--- config.mk ---
export PLATFORM = sky130hd
export DESIGN_NAME = lif_scheduler
export DESIGN_NICKNAME = d
export VERILOG_FILES = /design/src/rtl/lif_scheduler.sv
export SDC_FILE = /design/constraint.sdc
export NUM_CORES = 1
export LEC_CHECK = 0
export BUFFER_PORTS_ARGS = -buffer_cell sky130_fd_sc_hd__buf_2
export CORE_MARGIN = 2
export CORE_UTILIZATION = 59
export DETAILED_ROUTE_END_ITERATION = 7
export GPL_TIMING_DRIVEN = 1
export PLACE_DENSITY = 0.87
export SKIP_LAST_GASP = 1
export SLEW_MARGIN = 20
export SYNTH_ARGS = -nofsm -noshare
export SYNTH_HDL_FRONTEND = slang
export SYNTH_SLANG_ARGS = --single-unit
--- constraint.sdc ---
create_clock -name clk -period 4.6 [get_ports clk]
set_clock_uncertainty 0.15 [all_clocks]
set_input_delay 0.46 -clock clk [delete_from_list [all_inputs] [get_ports clk]]
set_output_delay 0.46 -clock clk [all_outputs]
set_load 0.1 [all_outputs]
--- src/rtl/lif_scheduler.sv ---
// lif_scheduler
//   Time-multiplexed leaky integrate-and-fire engine. One step request
//   snapshots all input currents, then walks the neurons one per cycle
//   through a single shared update datapath, and finishes with a done pulse
//   that publishes the spike flags of that timestep.
//
// Ports
//   clk        rising-edge clock
//   reset_n    asynchronous active-low reset
//   step       one-cycle timestep request (ignored unless idle)
//   current    per-neuron 8-bit input current, neuron i at [8i+7:8i]
//   busy       high from the accepting edge until the done edge
//   done       one-cycle pulse, NEURONS+1 cycles after the accepting edge
//   spike_vec  spike flags of the last completed timestep
//   rd_idx     readback neuron select
//   rd_state   combinational membrane state of neuron rd_idx
module lif_scheduler #(
  parameter int NEURONS    = 4,
  parameter int THRESH     = 200,
  parameter int LEAK_SHIFT = 1,
  parameter int REFRAC     = 2,
  localparam int IW = (NEURONS > 1) ? $clog2(NEURONS) : 1,
  localparam int RW = (REFRAC > 0) ? $clog2(REFRAC + 1) : 1
) (
  input  logic                      clk,
  input  logic                      reset_n,
  input  logic                      step,
  input  logic [NEURONS-1:0][7:0]   current,
  output logic                      busy,
  output logic                      done,
  output logic [NEURONS-1:0]        spike_vec,
  input  logic [IW-1:0]             rd_idx,
  output logic [7:0]                rd_state
);

  typedef enum logic [1:0] {IDLE, UPDATE, DONE} fsm_t;

  localparam logic [8:0]    TH      = 9'(THRESH);
  localparam logic [RW-1:0] REF_LD  = RW'(REFRAC);
  localparam logic [IW-1:0] LAST_IX = IW'(NEURONS - 1);

  fsm_t                     state_q, state_d;
  logic [IW-1:0]            idx;
  logic [NEURONS-1:0][7:0]  snap;
  logic [NEURONS-1:0][7:0]  mem_st;
  logic [NEURONS-1:0][RW-1:0] refrac;
  logic [NEURONS-1:0]       spike_acc;

  // shared update datapath, operating on neuron idx
  logic [7:0]    cur_st, cur_snap, sat;
  logic [RW-1:0] cur_ref;
  logic [8:0]    sum9;
  logic          fire, in_refrac, last;

  assign cur_st    = mem_st[idx];
  assign cur_snap  = snap[idx];
  assign cur_ref   = refrac[idx];
  assign in_refrac = (cur_ref != '0);
  assign sum9      = {1'b0, cur_snap} + {1'b0, cur_st >> LEAK_SHIFT};
  assign sat       = sum9[8] ? 8'hFF : sum9[7:0];
  assign fire      = ({1'b0, sat} >= TH);
  assign last      = (idx == LAST_IX);

  assign rd_state  = mem_st[rd_idx];

  always_ff @(posedge clk or negedge reset_n) begin
    if (!reset_n) state_q <= IDLE;
    else          state_q <= state_d;
  end

  always_comb begin
    state_d = state_q;
    case (state_q)
      IDLE:    if (step) state_d = UPDATE;
      UPDATE:  if (last) state_d = DONE;
      DONE:    state_d = IDLE;
      default: state_d = IDLE;
    endcase
  end

  always_ff @(posedge clk or negedge reset_n) begin
    if (!reset_n) begin
      idx       <= '0;
      snap      <= '0;
      mem_st    <= '0;
      refrac    <= '0;
      spike_acc <= '0;
      spike_vec <= '0;
      busy      <= 1'b0;
      done      <= 1'b0;
    end else begin
      done <= 1'b0;
      case (state_q)
        IDLE: if (step) begin
          snap <= current;
          idx  <= '0;
          busy <= 1'b1;
        end
        UPDATE: begin
          if (in_refrac) begin
            // refractory: input is dropped, neuron held at rest
            mem_st[idx]    <= '0;
            refrac[idx]    <= cur_ref - 1'b1;
            spike_acc[idx] <= 1'b0;
          end else if (fire) begin
            mem_st[idx]    <= '0;
            refrac[idx]    <= REF_LD;
            spike_acc[idx] <= 1'b1;
          end else begin
            mem_st[idx]    <= sat;
            spike_acc[idx] <= 1'b0;
          end
          idx <= last ? '0 : idx + 1'b1;
        end
        DONE: begin
          done      <= 1'b1;
          spike_vec <= spike_acc;
          busy      <= 1'b0;
        end
        default: ;
      endcase
    end
  end

endmodule

==> out/summary.md <==
For this run, the number of Yosys warnings is 0. Across the run, the number of max-cap violations was 0. The largest net degree at the start of global routing was 87; the final clock period utilization by the worst path was 0.843. Counting the buffers created by CTS gives 9. TritonCTS built the clock tree. The synthesis-to-layout area growth works out to 11.9%.

Type of the worst setup path: register to register. The logs give 0.249 for the global routing usage summed across all routing layers and 0 for the number of buffers inserted to repair setup after CTS. The average instance in the mapped netlist occupies 12.1 um^2. Counting every sink on the clock net gives 86.

The tools report the first-pass GRT wire length as 16.3 mm. Setup violations remaining at the end of the flow were counted as 0. Along the worst path, the maximum fanout reaches 20. Row generation in the floorplan step produced 31 rows. The maximum single-stage delay on the critical path came out at 0.61 ns.

Ranked by total cell area, the synthesized netlist is headed by sky130_fd_sc_hd__dfrtp_1 (48%), sky130_fd_sc_hd__mux4_2 (12%), sky130_fd_sc_hd__mux2_2 (10%), sky130_fd_sc_hd__nand2_1 (3.5%), sky130_fd_sc_hd__ha_1 (3.3%). The length in cells of the worst reg-to-reg path came out at 11. Capturing element type of the critical path: a register. The logs give 0.35 ns for the clock latency on the worst-skew pair and 519 for the final standard cell count with taps included and fillers excluded. Adding up every negative setup slack in the final design gives 0 ns. The maximum count of clock buffers along a single path is 2, and the number of DRC violations after detailed-routing iteration 0 is 267. The worst slew slack as a fraction of its limit came out at 0.500. Post-CTS repair changed the size of 0 cells.

For the data required time at the worst endpoint, the log shows 4.74 ns. The number of global-route vias before repair came out at 3396. The post-route core utilization was 0.689; the worst hold-check slack was 0.00694 ns. Setup repair after global routing left no endpoint under its margin. The I/O pin count was 51. Counting flops and latches in the post-synthesis netlist gives 86.

For this run, the detailed router's first-pass iteration total came to 4. Synthesis produced a netlist with a net count of 424. The final number of hold-violating endpoints came out at 0. The startpoint type of the worst setup path is a register. The cell type with the highest occurrence count on the critical path is sky130_fd_sc_hd__buf_4. 0 antenna diodes ended up in the layout. The post-layout minimum cycle time was 3.88 ns. Class of the worst hold path: primary input to async pin.

The maximum clock rate was 258 MHz; the proportion of synthesized chip area in sequential cells was 0.477. In this run, synthesis inferred 0 flip-flops with an integrated enable. The total placed cells including tap cells was 503. The final layout net count is 465. Global routing finished with a remaining overflow of 0. The count of buffers inserted at the top-level ports was 50. The share of layout cells above drive strength 1 is 0.352, and the average detailed-routed wire length per instance is 19.1 um. The logs give 0.72 ns for the register-to-register setup slack and 4.02 ns for the worst endpoint data arrival time. The H-tree depth is 3. For this design, the slowest cell found on the critical path is sky130_fd_sc_hd__dfrtp_1. Post-synthesis instance area: 4520 um^2. The leading area contributor after synthesis is sky130_fd_sc_hd__dfrtp_1. Among all flip-flop cells after synthesis, the most frequent one is sky130_fd_sc_hd__dfrtp_1. The proportion of synthesized flip-flops having asynchronous set or reset was 1.00; the last weighted congestion value of the routability-driven placer was 0.906.

The placeable core region came out at 7330 um^2. The run gives 0 as the number of antenna violations at the first check in global routing. Die span in y: 91.5 um. The tools report the effective utilization at floorplan as 0.616. Number of hold buffers added after cts: 0.

The tools report the total via count in the routed design as 3278. The critical path goes through buf_4, mux4_2, ha_1, fa_1, a21oi_1, o211ai_1, a22oi_1, nand3_2, nor2_1, buf_4, a22o_1. The tools report the number of distinct library cells after synthesis as 51. The post-DP HPWL was 6.83 mm. After clock tree synthesis, the clock-pin slew on the worst setup and hold paths is 0.09 ns.

The floorplan step defined a die boundary enclosing 8370 um^2. The number of instances in the synthesized netlist is 374, and the share of the synthesized area in the top cell type is 0.477. The run gives 0 as the final count of pins violating max slew. The detail route stage leaves a number of antenna-violating nets equal to 0.

The tree is rooted in a sky130_fd_sc_hd__clkbuf_8. At the pin with the least slew margin, the transition time is 0.750 ns. The number of remaining DRC errors came out at 0. In this run the horizontal extent of the chip is 91.5 um. The wire length after detailed routing came out at 9.93 mm. The flow ran to the end, and the final reports show no timing, DRC or antenna violations.

In the routed layout, each cell is associated on average with a via count of 6.32.
path summary, 6_finish.rpt:
kind | start | to
max | idx[1]$_DFFE_PN0P_ | register
min reg2reg | busy$_DFFE_PN0P_ | busy$_DFFE_PN0P_
min | reset_n | snap[23]$_DFFE_PN0P_
min in group clk | current[2] | snap[2]$_DFFE_PN0P_
max in group asynchronous | reset_n | mem_st[23]$_DFFE_PN0P_
max reg2reg | idx[1]$_DFFE_PN0P_ | register
placed cells by master, fill, tap and decap left out, types with 4 or more instances in the layout:
master | netlist | layout
sky130_fd_sc_hd__a211oi_1 | 4 | 4
sky130_fd_sc_hd__a21oi_1 | 18 | 18
sky130_fd_sc_hd__a22o_1 | 10 | 10
sky130_fd_sc_hd__a32o_1 | 4 | 4
sky130_fd_sc_hd__buf_2 | 5 | 49
sky130_fd_sc_hd__buf_4 | 1 | 6
sky130_fd_sc_hd__clkbuf_8 | 0 | 9
sky130_fd_sc_hd__dfrtp_1 | 86 | 86
sky130_fd_sc_hd__ha_1 | 12 | 12
sky130_fd_sc_hd__inv_1 | 11 | 11
sky130_fd_sc_hd__mux2_2 | 40 | 40
sky130_fd_sc_hd__mux4_2 | 25 | 25
sky130_fd_sc_hd__nand2_1 | 42 | 42
sky130_fd_sc_hd__nand3_1 | 5 | 5
sky130_fd_sc_hd__nor2_1 | 15 | 15
sky130_fd_sc_hd__nor3_1 | 4 | 4
sky130_fd_sc_hd__o21ai_1 | 21 | 21
sky130_fd_sc_hd__o21ai_2 | 4 | 4
sky130_fd_sc_hd__o31a_1 | 4 | 4
cells in the mapped netlist, drive strengths merged (6+ instances only):
cell type,instances
mux4,25
inv,11
nand2,42
o21ai,26
ha,12
buf,9
mux2,40
a22o,10
nand3,6
nor2,15
dfrtp,86
a21oi,18
clkbuf,17
state kept, by name, summed over array words and instances (netlist names), named ones only:
signal / flops
busy: 1
done: 1
idx: 2
mem_st: 32
refrac: 8
snap: 32
spike_vec: 4
state_q: 2
through the flow:
step	setup WS [ns]	area [um^2]
final	0.721	5050
after global routing	0.572	5050
after CTS	0.783	5050
after detailed placement	0.840	4830
after global placement	1.02	4830
after floorplan	0.750	4520
cell type report:
cell class                      instances  area [um^2]
Fill cell                             531         2280
Timing Repair Buffer                   56          302
Tap cell                               99          124
Inverter                               11         41.3
Sequential cell                        86         2150
Multi-Input combinational cell        251         2210
Clock buffer                            9          124
Clock inverter                          7         97.6
critical path: cells and delay by family (launching register included):
kind,cells,cell delay (ns)
DFF,1,0.61
buffers and inverters,2,0.53
and+or+nand+nor,2,0.54
muxes,1,0.32
AOI/OAI and AO/OA,4,0.90
adders and majority gates,2,0.76
per-layer routing:
layer | vias to the layer above | part of all wire | wire (um) | track usage
met2 | 106 | 0.51 | 5080 | 0.411
met4 | 0 | 0.030 | 301 | 0.116
li1 | 1476 | - | - | -
met1 | 1665 | 0.41 | 4110 | 0.324
met3 | 31 | 0.045 | 445 | 0.0382
met5 | - | 0 | 0 | 0
logic make-up after synthesis:
| family | after synthesis | synth area share |
|---|---|---|
| AO/OA/AOI/OAI | 87 | 0.136 |
| flip-flops | 86 | 0.477 |
| AND/OR/NAND/NOR | 82 | 0.0823 |
| multiplexers | 66 | 0.227 |
| buffers and inverters | 37 | 0.0346 |
| adder cells (fa/ha/maj) | 13 | 0.0377 |
| XOR/XNOR | 3 | 0.00582 |
Power is left out: the tool's default activity adds up to more than one toggle a clock period on the data nets, which glitch-free logic cannot reach.
